===== src/rtl/result_drain_buffer.sv =====
// Row FIFO plus serializer draining array result rows as tagged 32-bit words.
// Optional ZERO_SKIP_EN suppresses words whose two elements are both zero.
module result_drain_buffer #(
  parameter int ARR_SIZE = 4,
  parameter int DEPTH    = 8
) (
  input  logic                  clk,
  input  logic                  rst,
  input  logic                  clr,
  input  logic [ARR_SIZE*16-1:0] row_in,
  input  logic                  row_valid,
  output logic                  row_ready,
  output logic [31:0]           data_out,
  output logic [6:0]            addr_out,
  output logic                  out_valid,
  input  logic                  out_ready,
  output logic                  idle
);

  localparam int AW = (DEPTH > 1) ? $clog2(DEPTH) : 1;
  localparam int NW = ARR_SIZE / 2;
  localparam int KW = (NW > 1) ? $clog2(NW) : 1;
  localparam int RW = ARR_SIZE * 16;
  localparam logic [KW-1:0] K_LAST = KW'(NW - 1);

`ifdef ZERO_SKIP_EN
  localparam bit ZS = 1'b1;
`else
  localparam bit ZS = 1'b0;
`endif

  if (ARR_SIZE < 2 || (ARR_SIZE % 2) != 0) begin : g_bad_arr
    $error("ARR_SIZE must be even and >= 2");
  end
  if (DEPTH < 2 || (DEPTH & (DEPTH - 1)) != 0) begin : g_bad_depth
    $error("DEPTH must be a power of two >= 2");
  end

  typedef enum logic {
    S_IDLE,
    S_SEND
  } state_t;

  function automatic logic [31:0] word_of(
    input logic [RW-1:0] r,
    input logic [KW-1:0] k
  );
    return r[32*int'(k) +: 32];
  endfunction

  function automatic logic [6:0] addr_of(
    input logic [6:0]    rc,
    input logic [KW-1:0] k
  );
    int t;
    t = int'(rc) * ARR_SIZE + 2 * int'(k);
    return 7'(t);
  endfunction

  state_t          state_q, state_d;
  logic [RW-1:0]   mem_q [DEPTH];
  logic [AW-1:0]   wr_q, wr_d;
  logic [AW-1:0]   rd_q, rd_d;
  logic [AW:0]     cnt_q, cnt_d;
  logic [RW-1:0]   sh_q, sh_d;
  logic [KW-1:0]   k_q, k_d;
  logic [6:0]      rc_q, rc_d;
  logic [31:0]     dat_q, dat_d;
  logic [6:0]      adr_q, adr_d;

  logic            push;
  logic            pop;
  logic            skip;
  logic            adv;
  logic            last;
  logic [KW-1:0]   nk;
  logic [RW-1:0]   head;

  assign row_ready = (cnt_q < (AW+1)'(DEPTH)) && !clr;
  assign push      = row_valid && row_ready;
  assign head      = mem_q[rd_q];
  assign last      = (k_q == K_LAST);

  // A skipped word still costs one cycle so addresses advance uniformly.
  assign skip      = ZS && (state_q == S_SEND) && (dat_q == 32'd0);
  assign out_valid = (state_q == S_SEND) && !skip;
  assign adv       = (state_q == S_SEND) &&
                     ((out_valid && out_ready) || skip);

  assign data_out  = dat_q;
  assign addr_out  = adr_q;
  assign idle      = (cnt_q == '0) && (state_q == S_IDLE);

  always_comb begin
    state_d = state_q;
    wr_d    = wr_q;
    rd_d    = rd_q;
    cnt_d   = cnt_q;
    sh_d    = sh_q;
    k_d     = k_q;
    rc_d    = rc_q;
    dat_d   = dat_q;
    adr_d   = adr_q;
    pop     = 1'b0;
    nk      = k_q + KW'(1);
    if (clr) begin
      state_d = S_IDLE;
      wr_d    = '0;
      rd_d    = '0;
      cnt_d   = '0;
      k_d     = '0;
      rc_d    = '0;
    end else begin
      unique case (state_q)
        S_IDLE: begin
          if (cnt_q != '0) begin
            pop     = 1'b1;
            state_d = S_SEND;
          end
        end
        S_SEND: begin
          if (adv) begin
            if (last) begin
              rc_d = rc_q + 7'd1;
              if (cnt_q != '0) begin
                pop = 1'b1;
              end else begin
                state_d = S_IDLE;
              end
            end else begin
              k_d   = nk;
              dat_d = word_of(sh_q, nk);
              adr_d = addr_of(rc_q, nk);
            end
          end
        end
        default: begin
          state_d = S_IDLE;
        end
      endcase
      if (pop) begin
        sh_d  = head;
        k_d   = '0;
        dat_d = word_of(head, '0);
        adr_d = addr_of(rc_d, '0);
        rd_d  = rd_q + AW'(1);
      end
      if (push) begin
        wr_d = wr_q + AW'(1);
      end
      cnt_d = cnt_q + (AW+1)'(push) - (AW+1)'(pop);
    end
  end

  always_ff @(posedge clk or negedge rst) begin
    if (!rst) begin
      state_q <= S_IDLE;
      wr_q    <= '0;
      rd_q    <= '0;
      cnt_q   <= '0;
      sh_q    <= '0;
      k_q     <= '0;
      rc_q    <= '0;
      dat_q   <= '0;
      adr_q   <= '0;
    end else begin
      state_q <= state_d;
      wr_q    <= wr_d;
      rd_q    <= rd_d;
      cnt_q   <= cnt_d;
      sh_q    <= sh_d;
      k_q     <= k_d;
      rc_q    <= rc_d;
      dat_q   <= dat_d;
      adr_q   <= adr_d;
    end
  end

  always_ff @(posedge clk or negedge rst) begin
    if (!rst) begin
      for (int i = 0; i < DEPTH; i++) begin
        mem_q[i] <= '0;
      end
    end else if (push) begin
      mem_q[wr_q] <= row_in;
    end
  end

endmodule

===== config.mk =====
export PLATFORM = sky130hd
export DESIGN_NAME = result_drain_buffer
export DESIGN_NICKNAME = d
export VERILOG_FILES = /design/src/rtl/result_drain_buffer.sv
export SDC_FILE = /design/constraint.sdc
export NUM_CORES = 1
export LEC_CHECK = 0
export CORE_UTILIZATION = 40
export CTS_CLUSTER_DIAMETER = 100
export DETAILED_ROUTE_END_ITERATION = 10
export PLACE_DENSITY = 0.61
export SETUP_SLACK_MARGIN = 0.02
export SYNTH_ARGS = -nofsm -noshare
export SYNTH_HDL_FRONTEND = slang
export SYNTH_SLANG_ARGS = --single-unit

===== constraint.sdc =====
create_clock -name clk -period 2.61 [get_ports clk]
set_input_delay 0.783 -clock clk [delete_from_list [all_inputs] [get_ports clk]]
set_output_delay 0.783 -clock clk [all_outputs]
set_load 0.005 [all_outputs]

==> run summary <==
### Power and ir drop
* 30.1 mW — power consumption
* 964 mW/mm^2 — total power divided by cell area
* 14.2 nW — Static Leak
* 0.515 mV — Worst IR Drop VDD

### Placed design
* 0.754 — last weighted congestion value of the routability-driven placer
* 109 — Port Buffers
* -245 ps — dpl ws
* 39300 um — Post-DP HPWL
* 0.0292 mm^2 — Post-DP Area

### Route
* 22.7 um — Routed WL per cell
* 5 — number of detailed-routing iterations run before antenna repair
* 61600 um — Routed Wire Length
* 747 — Detailed Route Iter0 Violations
* 14800 — Vias
* 0 — ANT nets after route
* 0 — DRC violations left
* 5.45 — Vias/cell

### Worst setup path
* reg2out — Setup Crit Path Kind
* 3 — worst-path maximum fanout
* 5 — R2R cell count
* rd_q[0]$_DFFE_PN0N_ — R2R Path Start
* 1710 ps — signal arrival time at the worst endpoint
* clkdlybuf4s50_1 — CP max-delay cell
* data_out[18]$_DFFE_PN0P_ — r2r endpoint
* row_ready — last element of the critical path
* output port — critical path endpoint category
* buf_4 -> nor2_2 -> clkdlybuf4s50_1 — CP Cell Sequence
* cnt_q[3]$_DFF_PN0_ — launch point of the critical path
* flop — Critical Path Start Type
* 510 ps — worst stage delay on the critical path
* 240 ps — setup slack of the worst register-to-register path
* 1830 ps — required time worst endpoint

### Timing
* 0 — total count of max-transition violations in the final report
* 561 ps — actual transition at the worst max-transition pin
* 0 ps — Final TNS setup
* 113 ps — worst-case setup margin in the final layout
* 0.400 GHz — maximum clock rate
* 0.957 — final period utilization
* 21.1 ps — final clock skew
* 0 — setup violators final
* 2500 ps — final critical-path required period
* false — setup repair after global routing missed its margin
* 0 — Hold Vio Cnt, Final
* 0.615 — Max-slew headroom

### Synthesis
* 1653 — Post-Synthesis Cells
* 1730 — Mapped Nets
* 16.0 um^2 — synthesized area per cell
* 599 — synthesis-stage register bit count
* 0 — Post-synth EDFFs
* dfrtp_1 — most frequently used flop master after synthesis
* 1.00 — asr flop ratio synth
* 0 — number of warnings issued by yosys
* 0.0264 mm^2 — area of the mapped netlist
* 38 — Yosys cell types
* 0.568 — proportion of synthesized chip area in sequential cells

### Floorplan
* 93 — Core Rows
* 259 um — die extent in y
* 111 — number of placed I/O pins
* 0.0648 mm^2 — Std-Cell Core Area
* 0.0670 mm^2 — Die Footprint
* 259 um — floorplan die width
* 0.407 — Initial Util

### Global routing
* 16200 — via count of the first global-routing pass
* 0 — global-route congestion overflow total
* 82 — pin count of the biggest net entering global routing
* 7 — initial antenna violation count
* 0.190 — GR Util All Layers
* 97700 um — global-route wire length before repair

### Status
* finished, final reports clean — status

### Clocking
* 599 — TritonCTS sink count
* done — CTS tree
* 3 — clock buffer depth
* 60 ps — clock slew at reported path FFs
* 3 — htree depth
* clkbuf_16 — CTS Root Cell
* 67 — clock buffer count from CTS
* 590 ps — latest clock arrival within the worst-skew pair

### Run
* 0 — Max-cap violations

### Hold path
* in2async — Hold/Removal Path Class

### Final layout
* dfrtp_1 — most common library cell in the layout ignoring fill and taps
* 0.0150 mm^2 — sequential standard cell area
* 0.452 — proportion of layout cells with a drive suffix above 1
* 1892 — fin nets
* 0.0108 mm^2 — multi-input gate area in the final layout
* 0.0312 mm^2 — final std cell area, no fill
* 596 x dfrtp_1, 504 x mux2_2, 128 x mux4_2 — highest-count cells in the layout ignoring fill and taps
* 18.4% — area added between synthesis and finish
* 5441 — fill cell total of the finished layout

[final cells by class]
class	instances	area share
multi-input cells	936	0.344
clock buffers	100	0.0622
repair buffers	206	0.0746
flip-flops and latches	599	0.480
clock inverters	10	0.00352
diodes	3	0.000240
inverters	5	0.000601
well taps	855	0.0342
[synthesized netlist by cell type (4+ instances only)]
cell type / n / area share
clkbuf_1: 28 / 0.0040
o21ai_0: 43 / 0.0082
buf_6: 23 / 0.0098
buf_4: 9 / 0.0026
inv_1: 5 / 0.00071
or3_1: 4 / 0.00095
mux4_2: 128 / 0.11
xnor2_1: 9 / 0.0030
mux2_2: 504 / 0.22
mux2_1: 8 / 0.0034
a21oi_1: 6 / 0.0011
nand2_1: 42 / 0.0060
ha_1: 7 / 0.0033
a221o_1: 33 / 0.013
nor2b_1: 6 / 0.0014
nor2_1: 47 / 0.0067
xor2_1: 4 / 0.0013
nand2_2: 6 / 0.0014
dfrtp_1: 599 / 0.57
buf_2: 51 / 0.0097
mux2i_1: 66 / 0.025
[flip-flops by register name, summed over array words and instances, names as in the netlist]
signal and flops:
data_out 32, rd_q 3, sh_q 32, mem_q 512, rc_q 5, wr_q 3
out_valid 1, cnt_q 4, addr_out 6, k_q 1
[layer usage]
layer | GRT usage | share of wire | wire, um | up-vias
met4 | 0.0608 | 0.022 | 1360 | 8
met5 | 0 | 0.00089 | 55 | -
li1 | - | - | - | 6483
met3 | 0.0324 | 0.037 | 2300 | 95
met2 | 0.306 | 0.49 | 29900 | 217
met1 | 0.262 | 0.45 | 28000 | 7987
[logic make-up after synthesis]
kind of cell               after synthesis  synth area share
other                                    1          0.000142
DFF                                    599             0.568
and+or+nand+nor                        123            0.0210
adders and majority gates                8           0.00408
xor gates and xnor gates                13           0.00431
AOI/OAI and AO/OA                       85            0.0228
buffers and inverters                  118            0.0270
muxes                                  706             0.353
[what timing repair did]
item	CTS	global route
endpoints found under the setup margin	2	1
hold buffers	0	0
resized for setup	4	3
pin swaps	1	1
endpoints found under the hold margin	0	0
setup buffers	2	0
[how the worst min path moves through the flow]
stage	startpoint	end	slack [ps]	depth (start not counted)
after CTS	rst	mem_q[167]$_DFFE_PN0P_	100	1
after global placement	sh_q[37]$_DFFE_PN0P_	sh_q[37]$_DFFE_PN0P_	460	2
after global routing	rst	mem_q[167]$_DFFE_PN0P_	130	1
final	rst	mem_q[167]$_DFFE_PN0P_	110	1
after floorplan	sh_q[32]$_DFFE_PN0P_	sh_q[32]$_DFFE_PN0P_	450	2
after detailed placement	sh_q[56]$_DFFE_PN0P_	sh_q[56]$_DFFE_PN0P_	470	2
[stage by stage]
stage               hold slack (ps)  utilization  std cells
floorplan                       450            -       1653
global placement                461        0.450       2599
detailed placement              472        0.450       2599
CTS                             105        0.482       2711
global route                    129        0.482       2713
finish                          113        0.482       2714
[power breakdown]
part           switching [mW]  total, mW  internal [mW]
sequential               1.31       12.9           11.6
combinational            3.52       8.25           4.73
clock                    3.65       8.96           5.31
total                    8.48       30.1           21.6
[critical path: cells and delay by family (launching register included)]
family	cells	cell delay [ps]
buffers and inverters	2	650
DFF	1	370
and+or+nand+nor	1	110
Note: power is estimated with default switching activity, not from simulation.
